==> src/rtl/hrm_outbox_uart_pkg.sv <==
// ============================================================================
//  Module  : hrm_outbox_uart_pkg
//  Purpose : Shared types and constants for the OUTBOX UART slice:
//            TX state encoding and 8N1 frame constants.
//  Revision: 1.0  initial release
// ============================================================================
`default_nettype none

package hrm_outbox_uart_pkg;

  typedef enum logic [1:0] {
    TX_IDLE  = 2'b00,
    TX_START = 2'b01,
    TX_DATA  = 2'b10,
    TX_STOP  = 2'b11
  } tx_state_t;

  localparam int c_data_bits  = 8;
  localparam int c_frame_bits = 10;

endpackage

`default_nettype wire

==> src/rtl/hrm_sync_fifo.sv <==
// ============================================================================
//  Module  : hrm_sync_fifo
//  Purpose : Single-clock byte FIFO with combinational head read.
//            Shared between the outbox and the inbox.
//  Ports   : clk, i_rst      - clock, synchronous active-high reset
//            i_push, i_din   - enqueue strobe and data (ignored when full)
//            i_pop           - dequeue strobe (ignored when empty)
//            o_dout          - current head entry
//            o_count         - occupancy 0..2**DEPTH_LOG2
//            o_full, o_empty - decoded from the registered count
//  Revision: 1.0  initial release
// ============================================================================
`default_nettype none

module hrm_sync_fifo #(
  parameter int DEPTH_LOG2 = 4
) (
  input  logic                  clk,
  input  logic                  i_rst,
  input  logic                  i_push,
  input  logic                  i_pop,
  input  logic [7:0]            i_din,
  output logic [7:0]            o_dout,
  output logic [DEPTH_LOG2:0]   o_count,
  output logic                  o_full,
  output logic                  o_empty
);

  localparam int                c_depth     = 1 << DEPTH_LOG2;
  localparam logic [DEPTH_LOG2:0] c_depth_cnt = (DEPTH_LOG2+1)'(c_depth);
  localparam logic [DEPTH_LOG2:0] c_cnt_one   = (DEPTH_LOG2+1)'(1);
  localparam logic [DEPTH_LOG2-1:0] c_ptr_one = DEPTH_LOG2'(1);

  logic [7:0]            r_mem [0:c_depth-1];
  logic [DEPTH_LOG2-1:0] r_wr_ptr;
  logic [DEPTH_LOG2-1:0] r_rd_ptr;
  logic [DEPTH_LOG2:0]   r_count;

  logic w_full;
  logic w_empty;
  logic w_push;
  logic w_pop;

  assign w_full  = (r_count == c_depth_cnt);
  assign w_empty = (r_count == '0);
  // A push against a full FIFO is dropped even if a pop happens on the same
  // edge; the writer sees o_full and is expected to retry.
  assign w_push  = i_push && !w_full;
  assign w_pop   = i_pop  && !w_empty;

  // Storage carries no reset: contents are only meaningful below r_count.
  always_ff @(posedge clk) begin
    if (w_push) begin
      r_mem[r_wr_ptr] <= i_din;
    end
  end

  always_ff @(posedge clk) begin
    if (i_rst) begin
      r_wr_ptr <= '0;
      r_rd_ptr <= '0;
      r_count  <= '0;
    end else begin
      if (w_push) begin
        r_wr_ptr <= r_wr_ptr + c_ptr_one;
      end
      if (w_pop) begin
        r_rd_ptr <= r_rd_ptr + c_ptr_one;
      end
      if (w_push && !w_pop) begin
        r_count <= r_count + c_cnt_one;
      end else if (w_pop && !w_push) begin
        r_count <= r_count - c_cnt_one;
      end
    end
  end

  assign o_dout  = r_mem[r_rd_ptr];
  assign o_count = r_count;
  assign o_full  = w_full;
  assign o_empty = w_empty;

endmodule

`default_nettype wire

==> src/rtl/hrm_outbox_uart.sv <==
// ============================================================================
//  Module  : hrm_outbox_uart
//  Purpose : OUTBOX responder. Buffers bytes strobed by the control unit and
//            serialises them as UART 8N1, LSB first, back-to-back frames.
//  Ports   : clk, i_rst  - clock, synchronous active-high reset
//            i_data      - byte from register R
//            i_wO        - write strobe from the control unit
//            o_full      - FIFO full (to CU outFull, stalls OUTBOX)
//            o_empty     - FIFO empty
//            o_count     - FIFO occupancy
//            o_tx        - registered UART line, idles high
//            o_busy      - frame in progress
//            o_ovf       - sticky: a write was dropped while full
//  Revision: 1.0  initial release
// ============================================================================
`default_nettype none

module hrm_outbox_uart
  import hrm_outbox_uart_pkg::*;
#(
  parameter int DEPTH_LOG2   = 4,
  parameter int CLKS_PER_BIT = 104
) (
  input  logic                clk,
  input  logic                i_rst,
  input  logic [7:0]          i_data,
  input  logic                i_wO,
  output logic                o_full,
  output logic                o_empty,
  output logic [DEPTH_LOG2:0] o_count,
  output logic                o_tx,
  output logic                o_busy,
  output logic                o_ovf
);

  localparam int              c_tw       = (CLKS_PER_BIT > 2) ? $clog2(CLKS_PER_BIT) : 1;
  localparam logic [c_tw-1:0] c_tmax     = c_tw'(CLKS_PER_BIT - 1);
  localparam logic [c_tw-1:0] c_tone     = c_tw'(1);
  localparam logic [2:0]      c_last_bit = 3'(c_data_bits - 1);

  // FIFO interface
  logic       w_pop;
  logic [7:0] w_head;
  logic       w_full;
  logic       w_empty;

  // TX registers and their next-state values
  tx_state_t       r_state,   w_state;
  logic [c_tw-1:0] r_timer,   w_timer;
  logic [2:0]      r_bit_idx, w_bit_idx;
  logic [7:0]      r_shift,   w_shift;
  logic            r_tx,      w_tx;
  logic            r_busy,    w_busy;
  logic            r_ovf;
  logic            w_tick;

  hrm_sync_fifo #(
    .DEPTH_LOG2 (DEPTH_LOG2)
  ) u_fifo (
    .clk     (clk),
    .i_rst   (i_rst),
    .i_push  (i_wO),
    .i_pop   (w_pop),
    .i_din   (i_data),
    .o_dout  (w_head),
    .o_count (o_count),
    .o_full  (w_full),
    .o_empty (w_empty)
  );

  assign w_tick = (r_timer == c_tmax);

  always_ff @(posedge clk) begin
    if (i_rst) begin
      r_state   <= TX_IDLE;
      r_timer   <= '0;
      r_bit_idx <= '0;
      r_shift   <= '0;
      r_tx      <= 1'b1;
      r_busy    <= 1'b0;
    end else begin
      r_state   <= w_state;
      r_timer   <= w_timer;
      r_bit_idx <= w_bit_idx;
      r_shift   <= w_shift;
      r_tx      <= w_tx;
      r_busy    <= w_busy;
    end
  end

  // Sticky overflow: set by any write attempted while the FIFO is full.
  always_ff @(posedge clk) begin
    if (i_rst) begin
      r_ovf <= 1'b0;
    end else if (i_wO && w_full) begin
      r_ovf <= 1'b1;
    end
  end

  always_comb begin
    w_state   = r_state;
    w_timer   = r_timer + c_tone;
    w_bit_idx = r_bit_idx;
    w_shift   = r_shift;
    w_tx      = r_tx;
    w_busy    = r_busy;
    w_pop     = 1'b0;

    case (r_state)
      TX_IDLE: begin
        w_timer = '0;
        w_tx    = 1'b1;
        if (!w_empty) begin
          w_pop   = 1'b1;
          w_shift = w_head;
          w_state = TX_START;
          w_tx    = 1'b0;
          w_busy  = 1'b1;
        end
      end

      TX_START: begin
        if (w_tick) begin
          w_timer   = '0;
          w_state   = TX_DATA;
          w_tx      = r_shift[0];
          w_bit_idx = '0;
        end
      end

      TX_DATA: begin
        if (w_tick) begin
          w_timer = '0;
          if (r_bit_idx == c_last_bit) begin
            w_state = TX_STOP;
            w_tx    = 1'b1;
          end else begin
            // r_shift[0] is on the line; expose the next bit.
            w_shift   = {1'b0, r_shift[7:1]};
            w_tx      = r_shift[1];
            w_bit_idx = r_bit_idx + 3'd1;
          end
        end
      end

      TX_STOP: begin
        if (w_tick) begin
          w_timer = '0;
          if (!w_empty) begin
            // Chain straight into the next start bit, no idle gap.
            w_pop   = 1'b1;
            w_shift = w_head;
            w_state = TX_START;
            w_tx    = 1'b0;
          end else begin
            w_state = TX_IDLE;
            w_busy  = 1'b0;
          end
        end
      end

      default: begin
        w_state = TX_IDLE;
        w_timer = '0;
        w_tx    = 1'b1;
        w_busy  = 1'b0;
      end
    endcase
  end

  assign o_full  = w_full;
  assign o_empty = w_empty;
  assign o_tx    = r_tx;
  assign o_busy  = r_busy;
  assign o_ovf   = r_ovf;

endmodule

`default_nettype wire
==> config.mk <==
export PLATFORM = sky130hd
export DESIGN_NAME = hrm_outbox_uart
export DESIGN_NICKNAME = d
export VERILOG_FILES = /design/src/rtl/hrm_outbox_uart_pkg.sv /design/src/rtl/hrm_sync_fifo.sv /design/src/rtl/hrm_outbox_uart.sv
export SDC_FILE = /design/constraint.sdc
export NUM_CORES = 1
export LEC_CHECK = 0
export ABC_AREA = 1
export CAP_MARGIN = 15
export CORE_UTILIZATION = 64
export CTS_BUF_LIST = sky130_fd_sc_hd__clkbuf_8
export CTS_CLUSTER_DIAMETER = 80
export CTS_CLUSTER_SIZE = 12
export DETAILED_ROUTE_END_ITERATION = 10
export MAX_ROUTING_LAYER = met4
export PLACE_DENSITY = 0.91
export SETUP_SLACK_MARGIN = 0.1
export SLEW_MARGIN = 15
export SYNTH_ARGS = -nofsm -noshare
export SYNTH_HDL_FRONTEND = slang
export SYNTH_HIERARCHICAL = 1
export SYNTH_SLANG_ARGS = --single-unit
==> constraint.sdc <==
create_clock -name clk -period 3 [get_ports clk]
set_clock_uncertainty 0.1 [all_clocks]
set_input_delay 0.9 -clock clk [delete_from_list [all_inputs] [get_ports clk]]
set_output_delay 0.9 -clock clk [all_outputs]
set_load 0.05 [all_outputs]
**Word level (Yosys, flattened, before mapping)**

Memory sizes are Yosys's and may differ from the RTL's. A register that Yosys moved wholly into a read port is not among the register bits.
Cells that the tools add are included.

- Register bits: 36
- Latch bits: 0
- Bits in writable memories: 128
- Memory bits (read-only): 0
- Input port bits: 11
- Output and inout bits: 10
- Logic and storage cells: 90
- Memories: 1

Memory list:

| memory | depth | bits a word | rd ports | clocked after memory_dff | wr ports | line | source |
|---|---|---|---|---|---|---|---|
| u_fifo.r_mem | 16 | 8 | 1 | 1 | 1 | hrm_sync_fifo.sv:34 | `logic [7:0] r_mem [0:c_depth-1];` |

- $add $sub $neg: 6
- Multipliers: 0
- Div/mod/pow operators: 0
- Order comparisons: 0
- Equality and inequality tests: 14
- Shifts and indexed selects: 0
- Muxes and demuxes: 38
- Bitwise operators: 0
- Reduce and logical (&&, ||, !) cells: 21

Operators with widths:

| kind | count |
|---|---|
| $mux W8 | 4 |
| $pmux W8 S3 | 1 |
| $reduce_and A4 Y1 | 4 |
| $mux W1 | 14 |
| $ne A2 B2 Y1 const B | 7 |
| $pmux W7 S2 | 1 |
| $mux W2 | 5 |
| $mux W5 | 2 |
| $mux W3 | 3 |
| $add A4 B1 Y4 const B | 2 |
| $mux W4 | 2 |
| $pmux W2 S4 | 1 |
| $add A7 B1 Y7 const B | 1 |
| $eq A7 B7 Y1 const B | 1 |
| $mux W7 | 1 |
| $pmux W3 S2 | 1 |
| $reduce_bool A2 Y1 | 3 |
| $add A5 B1 Y5 const B | 1 |
| $eq A5 B5 Y1 const B | 1 |
| $logic_and A1 B1 Y1 | 5 |
| $logic_not A5 Y1 | 1 |
| $reduce_and A5 Y1 | 1 |
| $sub A5 B1 Y5 const B | 1 |
| $eq A2 B2 Y1 const B | 2 |
| other kinds (10) | 14 |

**Depth between registers and ports, before layout**

Gate-level depths: netlist of the first run.

- Word-level depth: 8
- Gate-level depth with buffers: 16
- Depth with buffers taken out: 16

**Cells and area by module**

The synthesis of the first run kept the hierarchy.

By module, submodules not included:

| module | instances | cells an instance | area each (µm²) | seq. area each (µm²) |
|---|---|---|---|---|
| hrm_sync_fifo | 1 | 657 | 6458.7 | 4184.0 |
| hrm_outbox_uart | 1 | 182 | 1300.0 | 460.4 |

**Worst setup path after synthesis of the first run**

Ideal clock, no wire load.

- Path kind: reg2reg
- Start point: reg u_fifo.r_count[1], in the netlist u_fifo/o_count[1]
- End point: reg u_fifo.r_count[4], in the netlist u_fifo/o_count[4]
- Setup time: 0.115 ns
- Data arrival time: 2.954 ns
- Data required time: 2.785 ns
- Slack: -0.170 ns
- Cell stages (with the launch flop): 16
- Buffers on the path: 0
- Period minus slack after synthesis: 3.170 ns
- Cell sequence: dfxtp_1 -> nor2_1 -> nand3_2 -> inv_1 -> inv_1 -> nand2_1 -> a21oi_1 -> nand2_2 -> ha_1 -> inv_1 -> ha_1 -> or2_2 -> nand3_1 -> nand2_1 -> o21ai_0 -> inv_1

- Longest elaborated chain between the ends: 8
- Elaborated cells on any way between the ends: 18
- Classes of those cells: add/sub: 2; eq/ne: 1; mux: 5; reduce/logical: 10

RTL lines:

| item | line | source |
|---|---|---|
| from (decl) | hrm_sync_fifo.sv:37 | `logic [DEPTH_LOG2:0] r_count;` |
| from (signal assigned) | hrm_sync_fifo.sv:71 | `r_count <= r_count + c_cnt_one;` |
| from (signal assigned) | hrm_sync_fifo.sv:73 | `r_count <= r_count - c_cnt_one;` |
| $logic_not A5 Y1 * | hrm_sync_fifo.sv:45 | `assign w_empty = (r_count == '0);` |
| via o_empty | hrm_outbox_uart.sv:29 | `output logic o_empty,` |
| $mux W1 * | hrm_outbox_uart.sv:113, hrm_outbox_uart.sv:149 |  |
| $mux W1 | hrm_outbox_uart.sv:147 | `if (w_tick) begin` |
| $pmux W1 S2 * | hrm_outbox_uart.sv:109 | `case (r_state)` |
| via w_pop | hrm_outbox_uart.sv:42 | `logic w_pop;` |
| $logic_and A1 B1 Y1 * | hrm_sync_fifo.sv:49 | `assign w_pop = i_pop && !w_empty;` |
| $logic_not A1 Y1 | hrm_sync_fifo.sv:70 | `if (w_push && !w_pop) begin` |
| $logic_and A1 B1 Y1 | hrm_sync_fifo.sv:70 |  |
| $mux W5 / $reduce_bool A2 Y1 (equally long branches) | -- |  |

Mark *: on every way through the listed nets, which the timed path passes. The rest lies on a longest branch. The select of a mux whose other input is x is not followed.
A chain may end at the register's enable or synchronous reset.

**Worst setup path in the final report of the first run**

- Start point: reg u_fifo.r_count[1], in the netlist u_fifo/o_count[1]
- End point: out o_full

- Longest elaborated chain between the ends: 1

RTL lines:

| item | line | source |
|---|---|---|
| $eq A5 B5 Y1 | hrm_sync_fifo.sv:44 | `assign w_full = (r_count == c_depth_cnt);` |
| to (decl) | hrm_outbox_uart.sv:28 | `output logic o_full,` |

No other way between the ends.

==> impl_summary.log, run 1 <==
[metrics] result of the run: completed
[metrics] share of layout cells above drive strength 1: 0.0911
[metrics] Global Route met3 Usage: 0.0486
[metrics] area of the core: 11600 sq um
[metrics] largest fanout on the critical path: 5
[metrics] unrepaired setup endpoints after global routing: false
[metrics] post-synthesis sequential area ratio: 0.599
[metrics] simple-gate area share of the yosys netlist: 0.244
[metrics] switching pwr: 2.63 mW
[metrics] transition time at the pin with the least slew margin: 702 ps
[metrics] maximum level of the CTS H-tree: 4
[metrics] primary flip-flop cell chosen by synthesis mapping: edfxtp_1
[metrics] Max-Slew Margin vs Limit: 0.532
[metrics] residual antenna-violating net count after detailed routing: 0
[metrics] FF-to-FF setup slack: 250 ps
[metrics] reported max-cap violation count: 0
[metrics] clock tree from TritonCTS: yes
[metrics] num rows: 39
[metrics] net count after synthesis: 867
[metrics] CTS root buffer: clkbuf_8
[metrics] internal power component: 4.22 mW
[metrics] number of top-level pins: 21
[metrics] count of vias placed by the detailed router: 5726
[metrics] post-synthesis async set-or-reset flop share: 0
[metrics] number of global-route vias before repair: 5491
[metrics] clock buffers created by TritonCTS: 17
[metrics] die area: 12600 sq um
[metrics] yosys warns: 6
[metrics] per-instance average area after synthesis: 9.25 sq um
[metrics] final worst-path setup slack: 235 ps
[metrics] horizontal die dimension: 112 microns
[metrics] number of failing hold endpoints at the final stage: 0
[metrics] Static Leak: 3.78 nW
[metrics] worst-case vdd ir drop: 836 uV
[metrics] Remaining DRCs: 0
[metrics] Final setup viols: 0
[metrics] NumNets Final: 904
[metrics] die boundary height: 112 microns
[metrics] Slew Viols, Final: 0
[metrics] busiest layer in global routing: met2
[metrics] DR pass1 iterations: 6
[metrics] Worst Path Class, Setup: reg2out
[metrics] largest net degree at the start of global routing: 65
[metrics] Period Utilization, post-route: 0.922
[metrics] net switching share of the total power: 0.384
[metrics] post-synth top area cell: edfxtp_1
[metrics] via density per instance: 5.55
[metrics] adder-cell share of the synthesized area: 0.0284
[metrics] total clock sinks: 168
[metrics] GRT Residual Overflow: 0
[metrics] area overhead of the layout relative to synthesis: 9.74%
[metrics] worst slack after detailed placement: 75.4 ps
[metrics] clock network fraction of design power: 0.212
[metrics] post-detailed-route wirelength per cell: 15.8 microns
[metrics] setup_tns: 0 ps
[metrics] Clock Pin Slew Worst Setup and Hold Paths: 80 ps
[metrics] Largest stage delay, worst path: 530 ps
[metrics] Crit path arrival time: 1760 ps
[metrics] CP Cell Sequence: nor2_1 -> nand3_2 -> inv_1 -> dlygate4sd2_1
[metrics] Seq cells post-synth: 168
[metrics] class of the tightest hold or removal check: reg2reg
[metrics] Port Buffers: 20
[metrics] post-synthesis cell area: 7760 sq um
[metrics] met2 Use GR: 0.467
[metrics] clock latency on the worst-skew pair: 460 ps
[metrics] launching element type of the critical path: flop
[metrics] Filler cells: 747
[metrics] largest family of logic cells by synthesized area: simple AND/OR/NAND/NOR gates
[metrics] Final GP Congestion: 0.868
[metrics] fraction of synthesized cell area taken by the top area cell type: 0.495
[metrics] 1st-iter DRT viols: 553
[metrics] xor and xnor fraction of the mapped netlist area: 0.00452
[metrics] sequential share of power: 0.411
[metrics] pwr dens: 804 nW/um^2
[metrics] largest delay contributor family on the critical path: buffers and inverters
[metrics] antenna diode count: 0
[metrics] critical path buffer and inverter count: 2
[metrics] master of the slowest instance on the critical path: dlygate4sd2_1
[metrics] met1 Track Usage GR: 0.348
[metrics] # hold bufs at CTS: 0
[metrics] worst-case clock buffer depth: 2
[metrics] half-perimeter wire length after detailed placement: 10200 microns
[metrics] number of antenna violations at the first check in global routing: 0
[metrics] Initial Util: 0.668
[metrics] fraction of the mapped netlist area in compound gates: 0.0305
[metrics] number of distinct library cells after synthesis: 32
[metrics] multiplexer fraction of the synthesized cell area: 0
[metrics] required time worst endpoint: 2000 ps
[metrics] largest cells by area after synthesis: edfxtp_1 50%, nand2_1 12%, dfxtp_1 10%, nand3_1 7.9%, inv_1 6.4%
[metrics] minimum clock period: 2760 ps
[metrics] wire length of the first global-routing pass: 26700 microns
[metrics] fraction of the core area covered by cells at the end of the flow: 0.733
[metrics] total detailed-routing wirelength: 16300 microns
[metrics] power share of the combinational group: 0.377
[metrics] maximum clock frequency: 362 MHz
[metrics] post-synthesis instance total: 839
[metrics] aggregate global-route resource usage: 0.288
[metrics] number of synthesized flops with an enable pin: 128
[metrics] CP Capture Type: output port
[metrics by stage]
stage | cell area [sq um] | power, mW | hold slack (ps) | instances
floorplan | 7780 | 4.85 | 318 | 839
global placement | 8160 | 5.27 | 332 | 1000
detailed placement | 8160 | 5.36 | 349 | 1000
CTS | 8510 | 6.80 | 361 | 1032
global route | 8510 | 7.24 | 377 | 1032
finish | 8510 | 6.85 | 355 | 1032
[routing by layer]
metal | vias to the layer above | part of all wire
li1 | 2760 | -
met4 | 0 | 0.034
met1 | 2633 | 0.38
met5 | - | 0
met3 | 49 | 0.071
met2 | 284 | 0.51
[synthesized netlist by cell type (4+ instances only)]
master and count:
nand2_1 245, buf_6 9, a21oi_1 23, edfxtp_1 128
dfxtp_1 40, buf_2 13, inv_1 132, ha_1 16
a21boi_0 7, nand3_1 122, inv_2 4, xor2_1 4
o21ai_0 7, nor2_1 60
[cell families after synthesis]
logic type	Yosys count
AO/OA/AOI/OAI	40
flip-flops	168
AND/OR/NAND/NOR	445
XOR/XNOR	4
adder cells (fa/ha/maj)	17
buffers and inverters	165
[registers in the layout, summed over array words and instances, names as in the netlist, named ones only]
signal and count:
u_fifo/r_mem 128, r_shift 8, r_timer 7, u_fifo/o_count 5, u_fifo/r_rd_ptr 4, u_fifo/r_wr_ptr 4
r_bit_idx 3, r_state 2, o_busy 1, o_ovf 1, o_tx 1
[final timing paths]
path	start	end	cells past startpoint
worst max-delay path	u_fifo/o_count[1]$_SDFFE_PP0P_	o_full	4
worst min register to register	r_timer[0]$_SDFF_PP0_	r_timer[0]$_SDFF_PP0_	1
worst min-delay path	r_timer[0]$_SDFF_PP0_	r_timer[0]$_SDFF_PP0_	1
worst max register to register	u_fifo/o_count[0]$_SDFFE_PP0P_	u_fifo/o_count[4]$_SDFFE_PP0P_	15
[area by class of cell]
class                   instances  area, sq um  share of cell area
clock buffers                  20          275              0.0323
clock inverters                12         76.3             0.00896
inverters                     136          514              0.0604
multi-input cells             506         2390               0.281
flip-flops and latches        168         4670               0.548
well taps                     143          179              0.0210
repair buffers                 47          412              0.0483
[placed cells by master, fill, tap and decap left out, types with 16 or more instances in the layout]
| cell | netlist | final |
|---|---|---|
| nand2_1 | 245 | 245 |
| inv_1 | 132 | 137 |
| edfxtp_1 | 128 | 128 |
| nand3_1 | 122 | 122 |
| nor2_1 | 60 | 60 |
| dfxtp_1 | 40 | 33 |
| buf_4 | 3 | 27 |
| a21oi_1 | 23 | 22 |
| clkbuf_8 | 0 | 20 |
| clkdlybuf4s50_1 | 0 | 18 |
| ha_1 | 16 | 16 |
[worst register-to-register path: stages, from the launching register on]
cell        delay [ps]
dfxtp_4            390
nor2_2              60
nand3_2            140
clkinvlp_4         170
inv_2              120
nand2_1             80
a21oi_2            200
nand2_2            110
ha_1               230
inv_2              110
ha_1               270
or2_2              300
nand3_1             80
nand2_1             50
o21ai_0            170
inv_1               60
[power groups by stage]
| stage | combinational, mW | clock (mW) | sequential (mW) |
|---|---|---|---|
| after floorplan | 1.87 | 0 | 2.98 |
| after global placement | 2.42 | 0 | 2.85 |
| after detailed placement | 2.49 | 0 | 2.86 |
| after CTS | 2.53 | 1.46 | 2.81 |
| after global routing | 2.84 | 1.57 | 2.83 |
| final | 2.58 | 1.45 | 2.81 |
[what timing repair did]
item                       4_1_cts  5_1_grt
gates resized for setup          1        3
setup endpoints to repair        1        1
setup buffers                    0        0
No activity file was read; power rests on OpenSTA's default activity.
==> run 2: changes to the inputs <==
Settings changed: CORE_MARGIN set to 2, CORE_UTILIZATION 64 to 65, DONT_BUFFER_PORTS set to 1, PLACE_DENSITY 0.91 to 0.9.
==> impl_summary.log, run 2 (synthesized netlist as in run 1, its figures left out) <==
[metrics] CP Cell Sequence: nor2_1 -> nand3_2 -> clkinvlp_4 -> inv_2 -> nand2_1 -> a21oi_2 -> nand2_2 -> ha_1 -> inv_2 -> ha_1 -> or2_2 -> nand3_1 -> nand2_1 -> o21ai_0 -> inv_1 (was nor2_1 -> nand3_2 -> inv_1 -> dlygate4sd2_1)
[metrics] clock tree from TritonCTS: yes (unchanged)
[metrics] clock latency on the worst-skew pair: 470 ps (was 460 ps)
[metrics] capture point of the worst path: u_fifo/o_count[4]$_SDFFE_PP0P_ (was o_full)
[metrics] 1st-iter DRT viols: 816 (was 553)
[metrics] class of the tightest hold or removal check: reg2reg (unchanged)
[metrics] area of the core: 11500 sq um (was 11600 sq um)
[metrics] count of vias placed by the detailed router: 5756 (was 5726)
[metrics] Regs by FF count: u_fifo/r_mem (128), r_shift (8), r_timer (7) (unchanged)
[metrics] number of failing hold endpoints at the final stage: 0 (unchanged)
[metrics] busiest layer in global routing: met2 (unchanged)
[metrics] Port Buffers: 0 (was 20)
[metrics] maximum clock frequency: 362 MHz (about the same)
[metrics] Clock Pin Slew Worst Setup and Hold Paths: 80 ps (about the same)
[metrics] number of antenna violations at the first check in global routing: 0 (unchanged)
[metrics] met1 Track Usage GR: 0.359 (was 0.348)
[metrics] DR pass1 iterations: 7 (was 6)
[metrics] post-detailed-route wirelength per cell: 17.1 microns (was 15.8 microns)
[metrics] num rows: 39 (unchanged)
[metrics] FF-to-FF setup slack: 240 ps (was 250 ps)
[metrics] Filler cells: 736 (was 747)
[metrics] Static Leak: 3.62 nW (was 3.78 nW)
[metrics] worst-case vdd ir drop: 597 uV (was 836 uV)
[metrics] Top reg by flops: u_fifo/r_mem (unchanged)
[metrics] number of top-level pins: 21 (unchanged)
[metrics] Initial Util: 0.674 (was 0.668)
[metrics] reported max-cap violation count: 0 (unchanged)
[metrics] Max-Slew Margin vs Limit: 0.443 (was 0.532)
[metrics] minimum clock period: 2760 ps (about the same)
[metrics] number of global-route vias before repair: 5402 (was 5491)
[metrics] antenna diode count: 0 (unchanged)
[metrics] maximum level of the CTS H-tree: 4 (unchanged)
[metrics] worst-case clock buffer depth: 2 (unchanged)
[metrics] largest delay contributor family on the critical path: simple AND/OR/NAND/NOR gates (was buffers and inverters)
[metrics] critical register-to-register path endpoint: u_fifo/o_count[4]$_SDFFE_PP0P_ (unchanged)
[metrics] setup_tns: 0 ps (unchanged)
[metrics] area overhead of the layout relative to synthesis: 6.56% (was 9.74%)
[metrics] total detailed-routing wirelength: 17100 microns (was 16300 microns)
[metrics] number of cells on the worst reg-to-reg path: 15 (unchanged)
[metrics] residual antenna-violating net count after detailed routing: 0 (unchanged)
[metrics] Final setup viols: 0 (unchanged)
[metrics] # hold bufs at CTS: 0 (unchanged)
[metrics] startpoint of the worst-slack reg-to-reg timing path: u_fifo/o_count[1]$_SDFFE_PP0P_ (was u_fifo/o_count[0]$_SDFFE_PP0P_)
[metrics] wire length of the first global-routing pass: 27100 microns (was 26700 microns)
[metrics] unrepaired setup endpoints after global routing: false (unchanged)
[metrics] Global Route met3 Usage: 0.0568 (was 0.0486)
[metrics] Final GP Congestion: 0.914 (was 0.868)
[metrics] pwr dens: 832 nW/um^2 (was 804 nW/um^2)
[metrics] number of flip-flops in the largest register: 128 (unchanged)
[metrics] most frequent standard cell in the layout excluding fill and tap cells: nand2_1 (unchanged)
[metrics] clock buffers created by TritonCTS: 17 (unchanged)
[metrics] critical path buffer and inverter count: 4 (was 2)
[metrics] Remaining DRCs: 0 (unchanged)
[metrics] master of the slowest instance on the critical path: dfxtp_4 (was dlygate4sd2_1)
[metrics] transition time at the pin with the least slew margin: 832 ps (was 702 ps)
[metrics] CP Capture Type: flop (was output port)
[metrics] required time worst endpoint: 3260 ps (was 2000 ps)
[metrics] share of layout cells above drive strength 1: 0.0862 (was 0.0911)
[metrics] Largest stage delay, worst path: 480 ps (was 530 ps)
[metrics] Period Utilization, post-route: 0.921 (was 0.922)
[metrics] aggregate global-route resource usage: 0.287 (was 0.288)
[metrics] largest fanout on the critical path: 5 (unchanged)
[metrics] largest net degree at the start of global routing: 65 (unchanged)
[metrics] Crit path arrival time: 3020 ps (was 1760 ps)
[metrics] via density per instance: 5.75 (was 5.55)
[metrics] launching element type of the critical path: flop (unchanged)
[metrics] final worst-path setup slack: 237 ps (was 235 ps)
[metrics] most frequent cells in the layout: 245 x nand2_1, 130 x inv_1, 128 x edfxtp_1 (was 245 x nand2_1, 137 x inv_1, 128 x edfxtp_1)
[metrics] horizontal die dimension: 113 microns (was 112 microns)
[metrics] total clock sinks: 168 (unchanged)
[metrics] half-perimeter wire length after detailed placement: 10600 microns (was 10200 microns)
[metrics] Worst Path Class, Setup: reg2reg (was reg2out)
[metrics] die area: 12800 sq um (was 12600 sq um)
[metrics] Slew Viols, Final: 0 (unchanged)
[metrics] GRT Residual Overflow: 0 (unchanged)
[metrics] CTS root buffer: clkbuf_8 (unchanged)
[metrics] NumNets Final: 873 (was 904)
[metrics] die boundary height: 113 microns (was 112 microns)
[metrics] total number of cells along the worst setup path: 15 (was 4)
[metrics] worst slack after detailed placement: 156 ps (was 75.4 ps)
[metrics] met2 Use GR: 0.465 (was 0.467)
[metrics] result of the run: completed (unchanged)
[metrics] crit path launch: u_fifo/o_count[1]$_SDFFE_PP0P_ (unchanged)
-- run 2: per-stage QoR --
step | total power, mW | hold slack, ps | util | instances | instance area [sq um]
4_1_cts | 6.81 | 366 | 0.717 | 1000 | 8260
6_report | 6.88 | 355 | 0.718 | 1001 | 8270
3_5_place_dp | 5.23 | 348 | 0.684 | 968 | 7870
2_1_floorplan | 4.85 | 318 | - | 839 | 7780
3_3_place_gp | 5.14 | 332 | 0.684 | 968 | 7870
5_1_grt | 7.25 | 374 | 0.718 | 1001 | 8270
-- run 2: what timing repair did --
action / in CTS / in global routing
endpoints found under the setup margin: 1 / 2
resized for setup: 1 / 1
buffers inserted: 0 / 1
pin swaps: 0 / 1
-- run 2: routing by layer --
layer,vias to the layer above,part of all wire
met5,-,0
met4,0,0.037
met3,77,0.096
met2,359,0.49
met1,2619,0.37
li1,2701,-
-- run 2: how the worst min path moves through the flow --
stage,startpoint,to,slack [ps],cells after the start
2_1_floorplan,r_timer[0]$_SDFF_PP0_,r_timer[0]$_SDFF_PP0_,320,1
3_3_place_gp,r_timer[0]$_SDFF_PP0_,r_timer[0]$_SDFF_PP0_,330,1
3_5_place_dp,r_timer[0]$_SDFF_PP0_,r_timer[0]$_SDFF_PP0_,350,1
4_1_cts,r_timer[0]$_SDFF_PP0_,r_timer[0]$_SDFF_PP0_,370,1
5_1_grt,i_rst,r_bit_idx[1]$_SDFFE_PP0P_,370,1
6_report,r_timer[0]$_SDFF_PP0_,r_timer[0]$_SDFF_PP0_,360,1
-- run 2: layout make-up --
type | instances | area [sq um] | share of cell area
Tap cell | 143 | 179 | 0.0216
Sequential cell | 168 | 4660 | 0.564
Inverter | 136 | 514 | 0.0622
Timing Repair Buffer | 16 | 133 | 0.0160
Clock inverter | 15 | 151 | 0.0183
Clock buffer | 17 | 234 | 0.0283
Multi-Input combinational cell | 506 | 2390 | 0.289
-- run 2: worst reg2reg max path, stage by stage, from the launching register on --
cell        delay [ps]
dfxtp_4            480
nor2_1             120
nand3_2            130
clkinvlp_4         110
inv_2               90
nand2_1             70
a21oi_2            200
nand2_2            120
ha_1               240
inv_2              110
ha_1               270
or2_2              300
nand3_1            100
nand2_1             50
o21ai_0            130
inv_1               50
-- run 2: power breakdown --
group / internal [mW] / total (mW) / switching [mW]
sequential: 2.70 / 2.97 / 0.273
clock: 0.740 / 1.57 / 0.829
combinational: 0.739 / 2.35 / 1.61
==> run 3: changes to the inputs <==
Settings changed: CELL_PAD_IN_SITES_DETAIL_PLACEMENT set to 1, CELL_PAD_IN_SITES_GLOBAL_PLACEMENT set to 2, CORE_UTILIZATION 65 to 42, CTS_CLUSTER_DIAMETER 80 to not set.
==> impl_summary.log, run 3 (synthesized netlist as in run 1, its figures left out) <==
[metrics] setup_tns: 0 ps (unchanged)
[metrics] CTS root buffer: clkbuf_8 (unchanged)
[metrics] Port Buffers: 0 (unchanged)
[metrics] worst slack after detailed placement: 61.7 ps (was 156 ps)
[metrics] Crit path arrival time: 2930 ps (was 3020 ps)
[metrics] largest fanout on the critical path: 5 (unchanged)
[metrics] Top reg by flops: u_fifo/r_mem (unchanged)
[metrics] largest net degree at the start of global routing: 65 (unchanged)
[metrics] critical register-to-register path endpoint: u_fifo/o_count[4]$_SDFFE_PP0P_ (unchanged)
[metrics] total clock sinks: 168 (unchanged)
[metrics] Design Area, Final: 8500 sq um (was 8270 sq um)
[metrics] launching element type of the critical path: flop (unchanged)
[metrics] die boundary height: 140 microns (was 113 microns)
[metrics] clock buffers created by TritonCTS: 17 (unchanged)
[metrics] antenna diode count: 0 (unchanged)
[metrics] 1st-iter DRT viols: 339 (was 816)
[metrics] half-perimeter wire length after detailed placement: 12600 microns (was 10600 microns)
[metrics] area overhead of the layout relative to synthesis: 9.61% (was 6.56%)
[metrics] horizontal die dimension: 140 microns (was 113 microns)
[metrics] GRT Residual Overflow: 0 (unchanged)
[metrics] wire length of the first global-routing pass: 30600 microns (was 27100 microns)
[metrics] number of failing hold endpoints at the final stage: 0 (unchanged)
[metrics] fraction of the core area covered by cells at the end of the flow: 0.472 (was 0.718)
[metrics] clock latency on the worst-skew pair: 470 ps (about the same)
[metrics] pwr dens: 821 nW/um^2 (was 832 nW/um^2)
[metrics] transition time at the pin with the least slew margin: 693 ps (was 832 ps)
[metrics] Period Utilization, post-route: 0.892 (was 0.921)
[metrics] Max-Slew Margin vs Limit: 0.538 (was 0.443)
[metrics] most frequent standard cell in the layout excluding fill and tap cells: nand2_1 (unchanged)
[metrics] number of global-route vias before repair: 6019 (was 5402)
[metrics] FF-to-FF setup slack: 330 ps (was 240 ps)
[metrics] class of the tightest hold or removal check: reg2reg (unchanged)
[metrics] area post-placement: 8090 sq um (was 7870 sq um)
[metrics] post-detailed-route wirelength per cell: 17.4 microns (was 17.1 microns)
[metrics] beginning of the worst hold path: r_timer[0]$_SDFF_PP0_ (unchanged)
[metrics] worst-case vdd ir drop: 612 uV (was 597 uV)
[metrics] hold-critical path endpoint: r_timer[0]$_SDFF_PP0_ (unchanged)
[metrics] Worst Path Class, Setup: reg2reg (unchanged)
[metrics] num rows: 49 (was 39)
[metrics] unrepaired setup endpoints after global routing: false (unchanged)
[metrics] startpoint of the worst-slack reg-to-reg timing path: r_timer[0]$_SDFF_PP0_ (was u_fifo/o_count[1]$_SDFFE_PP0P_)
[metrics] most frequent cells in the layout: 245 x nand2_1, 130 x inv_1, 128 x edfxtp_1 (unchanged)
[metrics] required time worst endpoint: 3260 ps (about the same)
[metrics] NumNets Final: 885 (was 873)
[metrics] Clock Pin Slew Worst Setup and Hold Paths: 80 ps (about the same)
[metrics] share of layout cells above drive strength 1: 0.101 (was 0.0862)
[metrics] Final GP Congestion: 0.840 (was 0.914)
[metrics] area of the core: 18000 sq um (was 11500 sq um)
[metrics] clock tree from TritonCTS: yes (unchanged)
[metrics] number of top-level pins: 21 (unchanged)
[metrics] CP Capture Type: flop (unchanged)
[metrics] final worst-path setup slack: 325 ps (was 237 ps)
[metrics] Initial Util: 0.430 (was 0.674)
[metrics] maximum level of the CTS H-tree: 4 (unchanged)
[metrics] aggregate global-route resource usage: 0.209 (was 0.287)
[metrics] via density per instance: 5.11 (was 5.75)
[metrics] maximum clock frequency: 374 MHz (was 362 MHz)
[metrics] Filler cells: 2097 (was 736)
[metrics] total detailed-routing wirelength: 19100 microns (was 17100 microns)
[metrics] Remaining DRCs: 0 (unchanged)
[metrics] placed cell count: 1067 (was 968)
[metrics] count of vias placed by the detailed router: 5614 (was 5756)
[metrics] number of cells on the worst hold path: 1 (unchanged)
[metrics] residual antenna-violating net count after detailed routing: 0 (unchanged)
[metrics] number of antenna violations at the first check in global routing: 0 (unchanged)
[metrics] reported max-cap violation count: 0 (unchanged)
[metrics] number of cells on the worst reg-to-reg path: 14 (was 15)
[metrics] minimum clock period: 2670 ps (was 2760 ps)
[metrics] Regs by FF count: u_fifo/r_mem (128), r_shift (8), r_timer (7) (unchanged)
[metrics] Final setup viols: 0 (unchanged)
[metrics] die area: 19600 sq um (was 12800 sq um)
[metrics] result of the run: completed (unchanged)
[metrics] number of flip-flops in the largest register: 128 (unchanged)
[metrics] non-filler cells, final: 1099 (was 1001)
[metrics] worst-case clock buffer depth: 2 (unchanged)
[metrics] Static Leak: 3.71 nW (was 3.62 nW)
[metrics] DR pass1 iterations: 4 (was 7)
[metrics] Slew Viols, Final: 0 (unchanged)
run 3: cell types whose count changed in the layout (fill, tap and decap cells not counted):
cell        before  now
a21oi_2          2    1
a21oi_4          0    1
buf_12           1    2
buf_4           15   26
clkinv_2         2    1
clkinv_4         1    4
clkinvlp_4       5    1
dfxtp_1         34   32
dfxtp_2          1    3
inv_6            4    3
inv_8            0    3
run 3: what timing repair did:
action | CTS | global route
hold buffers | 0 | 0
endpoints found under the setup margin | 1 | 2
setup buffers | 0 | 0
resized for setup | 1 | 4
run 3: area by class of cell:
class,instances,area (sq um),area share
sequential,168,4670,0.549
multi-input combinational,506,2400,0.282
inverter,136,514,0.0605
tap,229,287,0.0337
timing repair buffer,28,235,0.0277
clock buffer,17,234,0.0275
clock inverter,15,168,0.0197
run 3: power breakdown:
part	internal [mW]	total, mW	switching (mW)
Combinational	0.786	2.46	1.68
Clock	0.761	1.64	0.883
Sequential	2.69	2.88	0.187
Total	4.24	6.99	2.75
run 3: worst max-delay path by stage:
stage	from	endpoint	slack (ps)	cells after the start
3_5_place_dp	r_state[0]$_SDFFE_PP0P_	u_fifo/o_count[4]$_SDFFE_PP0P_	60	14
5_1_grt	r_timer[0]$_SDFF_PP0_	u_fifo/o_count[4]$_SDFFE_PP0P_	100	14
2_1_floorplan	u_fifo/o_count[1]$_SDFFE_PP0P_	u_fifo/o_count[4]$_SDFFE_PP0P_	130	15
4_1_cts	r_state[0]$_SDFFE_PP0P_	u_fifo/o_count[4]$_SDFFE_PP0P_	170	14
3_3_place_gp	r_state[0]$_SDFFE_PP0P_	u_fifo/o_count[4]$_SDFFE_PP0P_	230	14
6_report	r_timer[0]$_SDFF_PP0_	u_fifo/o_count[4]$_SDFFE_PP0P_	330	14
run 3: worst max-delay path: stages (launching register included):
cell and delay (ps):
dfxtp_1 370, ha_1 190, nand2_1 120, nor2_2 150
nand2_1 100, a21oi_4 190, nand2_2 110, ha_1 230
inv_2 110, ha_1 270, or2_2 300, nand3_1 80
nand2_1 50, o21ai_0 160, inv_1 50
run 3: through the flow:
step                power, mW  hold WS [ps]
finish                   6.99           358
global route             7.46           370
CTS                      7.05           356
detailed placement       5.39           347
global placement         5.26           330
floorplan                4.85           318
run 3: metal layers:
| metal | routed length (microns) | global-route usage | vias up |
|---|---|---|---|
| met2 | 9610 | 0.346 | 120 |
| met3 | 967 | 0.0379 | 34 |
| met1 | 8080 | 0.250 | 2740 |
| li1 | - | - | 2720 |
| met5 | 0 | - | - |
| met4 | 477 | 0.0953 | 0 |
